--- config.mk ---
export PLATFORM = sky130hd
export DESIGN_NAME = gouram_trace_serialiser
export DESIGN_NICKNAME = d
export VERILOG_FILES = /design/src/rtl/gouram_trace_serialiser.sv
export SDC_FILE = /design/constraint.sdc
export NUM_CORES = 2
export LEC_CHECK = 0
export CORE_MARGIN = 2
export CORE_UTILIZATION = 30
export CTS_BUF_LIST = sky130_fd_sc_hd__clkbuf_2 sky130_fd_sc_hd__clkbuf_4 sky130_fd_sc_hd__clkbuf_8
export CTS_CLUSTER_DIAMETER = 120
export DETAILED_ROUTE_END_ITERATION = 7
export PLACE_DENSITY = 0.48
export REMOVE_ABC_BUFFERS = 1
export SLEW_MARGIN = 5
export SYNTH_ARGS = -nofsm -noshare
export SYNTH_HDL_FRONTEND = slang
export SYNTH_SLANG_ARGS = --single-unit
--- constraint.sdc ---
create_clock -name clk -period 17.8 [get_ports clk]
set_input_delay 3.56 -clock clk [delete_from_list [all_inputs] [get_ports clk]]
set_output_delay 3.56 -clock clk [all_outputs]
set_load 0.02 [all_outputs]
--- src/rtl/gouram_trace_serialiser.sv ---
// Buffers 128-bit gouram trace records in a small FIFO and streams each one out
// as OUT_WIDTH-bit words, least-significant first, over a valid/ready link.
module gouram_trace_serialiser #(
    parameter int DEPTH     = 16,
    parameter int IN_WIDTH  = 128,
    parameter int OUT_WIDTH = 32,
    parameter int CNT_WIDTH = 16
) (
    input  logic                       clk,
    input  logic                       rst_n,
    input  logic                       trace_valid_i,
    input  logic [IN_WIDTH-1:0]        trace_data_i,
    input  logic                       clear_i,
    output logic                       m_valid_o,
    output logic [OUT_WIDTH-1:0]       m_data_o,
    output logic                       m_last_o,
    input  logic                       m_ready_i,
    output logic [$clog2(DEPTH):0]     fifo_level_o,
    output logic                       overflow_o,
    output logic [CNT_WIDTH-1:0]       drop_count_o
);

    localparam int BEATS = IN_WIDTH / OUT_WIDTH;
    localparam int AW    = $clog2(DEPTH);
    localparam int LW    = AW + 1;
    localparam int BW    = (BEATS > 1) ? $clog2(BEATS) : 1;

    localparam logic [LW-1:0]        FULL_LEVEL = LW'(DEPTH);
    localparam logic [BW-1:0]        LAST_BEAT  = BW'(BEATS - 1);
    localparam logic [CNT_WIDTH-1:0] CNT_MAX    = {CNT_WIDTH{1'b1}};

    typedef enum logic [0:0] {
        IDLE   = 1'b0,
        STREAM = 1'b1
    } state_t;

    state_t                          state_r;
    logic [IN_WIDTH-1:0]             mem_r [DEPTH];
    logic [AW-1:0]                   wptr_r;
    logic [AW-1:0]                   rptr_r;
    logic [LW-1:0]                   level_r;
    logic [BW-1:0]                   beat_r;
    logic                            valid_r;
    logic                            overflow_r;
    logic [CNT_WIDTH-1:0]            drop_r;

    logic [BEATS-1:0][OUT_WIDTH-1:0] head_s;
    logic                            last_s;
    logic                            hs_s;
    logic                            pop_s;
    logic                            full_s;
    logic                            push_s;
    logic                            drop_s;

    // Handshake decode; a full FIFO still accepts a record if the head leaves this cycle.
    always_comb begin
        head_s = mem_r[rptr_r];
        last_s = valid_r & (beat_r == LAST_BEAT);
        hs_s   = valid_r & m_ready_i;
        pop_s  = hs_s & last_s;
        full_s = (level_r == FULL_LEVEL);
        push_s = trace_valid_i & (~full_s | pop_s);
        drop_s = trace_valid_i & full_s & ~pop_s;
    end

    // Record storage; a flushed cycle never writes.
    always_ff @(posedge clk) begin
        if (rst_n && !clear_i && push_s) begin
            mem_r[wptr_r] <= trace_data_i;
        end
    end

    // Pointers, level, drop status and the beat-streaming FSM.
    always_ff @(posedge clk) begin
        if (!rst_n || clear_i) begin
            state_r    <= IDLE;
            valid_r    <= 1'b0;
            wptr_r     <= {AW{1'b0}};
            rptr_r     <= {AW{1'b0}};
            level_r    <= {LW{1'b0}};
            beat_r     <= {BW{1'b0}};
            overflow_r <= 1'b0;
            drop_r     <= {CNT_WIDTH{1'b0}};
        end else begin
            if (push_s) begin
                wptr_r <= wptr_r + AW'(1);
            end
            if (pop_s) begin
                rptr_r <= rptr_r + AW'(1);
            end

            case ({push_s, pop_s})
                2'b10:   level_r <= level_r + LW'(1);
                2'b01:   level_r <= level_r - LW'(1);
                default: level_r <= level_r;
            endcase

            if (drop_s) begin
                overflow_r <= 1'b1;
                if (drop_r != CNT_MAX) begin
                    drop_r <= drop_r + CNT_WIDTH'(1);
                end
            end

            case (state_r)
                IDLE: begin
                    if (level_r != LW'(0)) begin
                        state_r <= STREAM;
                        valid_r <= 1'b1;
                    end
                end
                STREAM: begin
                    if (hs_s) begin
                        if (last_s) begin
                            beat_r <= {BW{1'b0}};
                            // Keep streaming without a bubble when another record is ready.
                            if ((level_r > LW'(1)) || push_s) begin
                                state_r <= STREAM;
                                valid_r <= 1'b1;
                            end else begin
                                state_r <= IDLE;
                                valid_r <= 1'b0;
                            end
                        end else begin
                            beat_r <= beat_r + BW'(1);
                        end
                    end
                end
                default: begin
                    state_r <= IDLE;
                    valid_r <= 1'b0;
                    beat_r  <= {BW{1'b0}};
                end
            endcase
        end
    end

    assign m_valid_o    = valid_r;
    assign m_last_o     = last_s;
    assign m_data_o     = valid_r ? head_s[beat_r] : {OUT_WIDTH{1'b0}};
    assign fifo_level_o = level_r;
    assign overflow_o   = overflow_r;
    assign drop_count_o = drop_r;

endmodule

==> run metrics <==
ys flop type edfxtp_1; die area 271,000 sq um; Final Cell Area around 93,000 sq um; via count slightly below 40,000; main combinational cell family by area after synthesis multiplexers; via density per instance roughly 5.0; chip height 520 um; post-synthesis mux area share ~17%; Worst VDD drop 57.8 uV; I/O Buffers 188; asr flop ratio synth 0%; Yosys top cell area share between 70% and 80%; Slew @ Worst Pin 1.22 ns; Congestion Overflow GR 0; Max transition margin 17.8%; cell at the slowest stage of the critical path buf_4; Avg Cell Area, Syn 23.2 sq um; sequential-to-total area share from yosys stat 77.8%; Syn. warnings 0; core area 265,000 sq um; PwrDens between 100 and 150 nW/um^2; f_max 97.6 MHz; CTS Buf Count ~360; vias in the first global route 40,150; critical path type flip-flop to output port; CTS tree yes; Final Hold Viols 0; Synth Area in Compound Gates between 1 and 1.5%; Final Util 35.0%; DR iter-0 viols 3,602; status finished clean; Final HPWL DP 109 mm; Fill cells 24,649; max-slew violations 0; Post CTS Setup Buffer Count 0; xor/xnor share of the synthesized area less than 1%; clk_lat worst skew 1.06 ns; most common cell in the netlist edfxtp_1; Synth Area in Simple Gates 1.80%; Arr. time, crit path 6.69 ns; Syn Inst Count 3,455; Initial Util between 30% and 40%; synthesized cell area about 80,000 sq um; post-cts sizing count 0; Crit. End Element output port; I/O Pins ~190; Leakage 0.0280 uW; largest incremental delay on the critical path around 0.95 ns; CP cell instances buf_4 -> buf_4 -> buf_4 -> mux4_2 -> mux2i_1 -> mux2i_1 -> o22ai_1 -> nor3_1 -> clkdlybuf4s50_1; maxcap violations 0; CTS Hold Bufs 0; DP Area around 86,000 sq um; WL final 220 mm; setup_tns 0 ns; H-tree levels 5; number of synthesized flops with an enable pin 2,048; Synth area leader edfxtp_1; largest buffer count on any clock path 4; die width 520 um; final worst-path cycle share 57.6%; worst hold path type flip-flop to flip-flop; largest net degree at the start of global routing 113; synth unique cells 64; antenna violations before repair 69; startpoint types flip-flop; layout cells sized above 1 approximately 30%; first-pass GRT wire length 308 mm; post-route ant nets 0; Worst-path clk slew about 0.06 ns; DRC Markers 0; clock skew 0.0867 ns; Rows 189; DR pass1 iterations 5; Synth area leaders edfxtp_1, mux4_2, mux2i_1; CP Data Required Time 14.24 ns; total global-route track usage 16.0%; Nets roughly 4,100; DR WL/cell 28.5 um; Area Growth Syn to Fin 16.1%; Sink Count 2,086; Yosys reg bits 2,086; Root Driver clkbuf_8; RSZ-0062 raised after global routing no; commonest cells in the netlist edfxtp_1, mux4_2, nand2_1, mux2i_1, nor2_1; synthesized-area fraction occupied by adder cells 0.188%; routability cong. just under 0.7; Final Total Pwr 9660 uW; Setup violations, final 0; Critical Path Most Common Cell buf_4; minimum clock period 10.25 ns; critical path fanouts, max between 40 and 50
-- final cells by class --
type	count	area [sq um]	area share [%]
repair buffers	275	2700	2.90
clock inverters	120	611	0.657
well taps	3533	4420	4.76
diodes	18	45.0	0.0485
inverters	14	62.6	0.0673
multi-input cells	1176	16800	18.1
clock buffers	491	6010	6.47
flip-flops and latches	2086	62300	67.0
-- flip-flops by register name, indices dropped and copies added (netlist names), 2 cells and up, named ones only --
| register | cells |
|---|---|
| mem_r | 2048 |
| drop_count_o | 16 |
| fifo_level_o | 5 |
| rptr_r | 4 |
| wptr_r | 4 |
| beat_r | 2 |
-- metrics by stage --
| step | setup slack (ns) | std cells | hold WS (ns) |
|---|---|---|---|
| floorplan | -6.81 | 3276 | 0.468 |
| global placement | 8.37 | 7084 | 0.437 |
| detailed placement | 8.34 | 7084 | 0.441 |
| CTS | 7.18 | 7695 | 0.451 |
| global route | 6.85 | 7705 | 0.470 |
| finish | 7.55 | 7713 | 0.450 |
-- cell families (layout without fill, tap and decap cells) --
| kind of cell | count (synthesis) | in the layout |
|---|---|---|
| multiplexers | 666 | 666 |
| AO/OA/AOI/OAI | 172 | 172 |
| XOR/XNOR | 22 | 22 |
| adder cells (fa/ha/maj) | 12 | 12 |
| flip-flops | 2086 | 2086 |
| AND/OR/NAND/NOR | 304 | 304 |
| buffers and inverters | 193 | 900 |
| other | 0 | 18 |
-- worst paths after layout --
check	from	endpoint	slack, ns	cells after the start
worst min-delay path	overflow_o	overflow_o	0.45	2
worst min register to register	overflow_o	overflow_o	0.45	2
worst max register to register	m_valid_o	mem_r[7][0]	12.57	9
worst max-delay path	flip-flop	m_data_o[26]	7.55	9
-- critical path, delay by kind of cell (launching register included) --
kind            cells  cell delay (ns)
compound gates      1             0.11
buf+inv             4             3.33
flops               1             0.77
mux                 3             0.63
simple gates        1             0.72
-- metal layers --
metal	wire length [um]	track usage, %
met4	5190	4.52
met2	103000	25.3
met1	95000	21.9
met5	294	0
met3	15600	3.84
-- power by group --
part           internal, uW  switching, uW  leakage, uW
sequential             5410           4.46       0.0187
combinational          46.3           94.9      0.00573
clock                  2210           1890      0.00351
-- placed cells by master, fill, tap and decap left out, drive strengths merged, types with 8 or more instances in the layout --
cell              n
o22ai            31
nand4            12
mux4            561
nor2b             9
a211oi           13
buf              87
dfxtp            38
nand2           104
edfxtp         2048
ha               12
a22oi            12
nand2b           15
a31oi            10
inv              17
nand3            45
clkdlybuf4s50   188
o21ai            18
a21oi            38
clkbuf          491
mux2             27
nor3             15
o2111ai           8
clkinv          109
xnor2            15
mux2i            78
nor2             68
diode            18
Note: power is estimated with default switching activity, not from simulation.
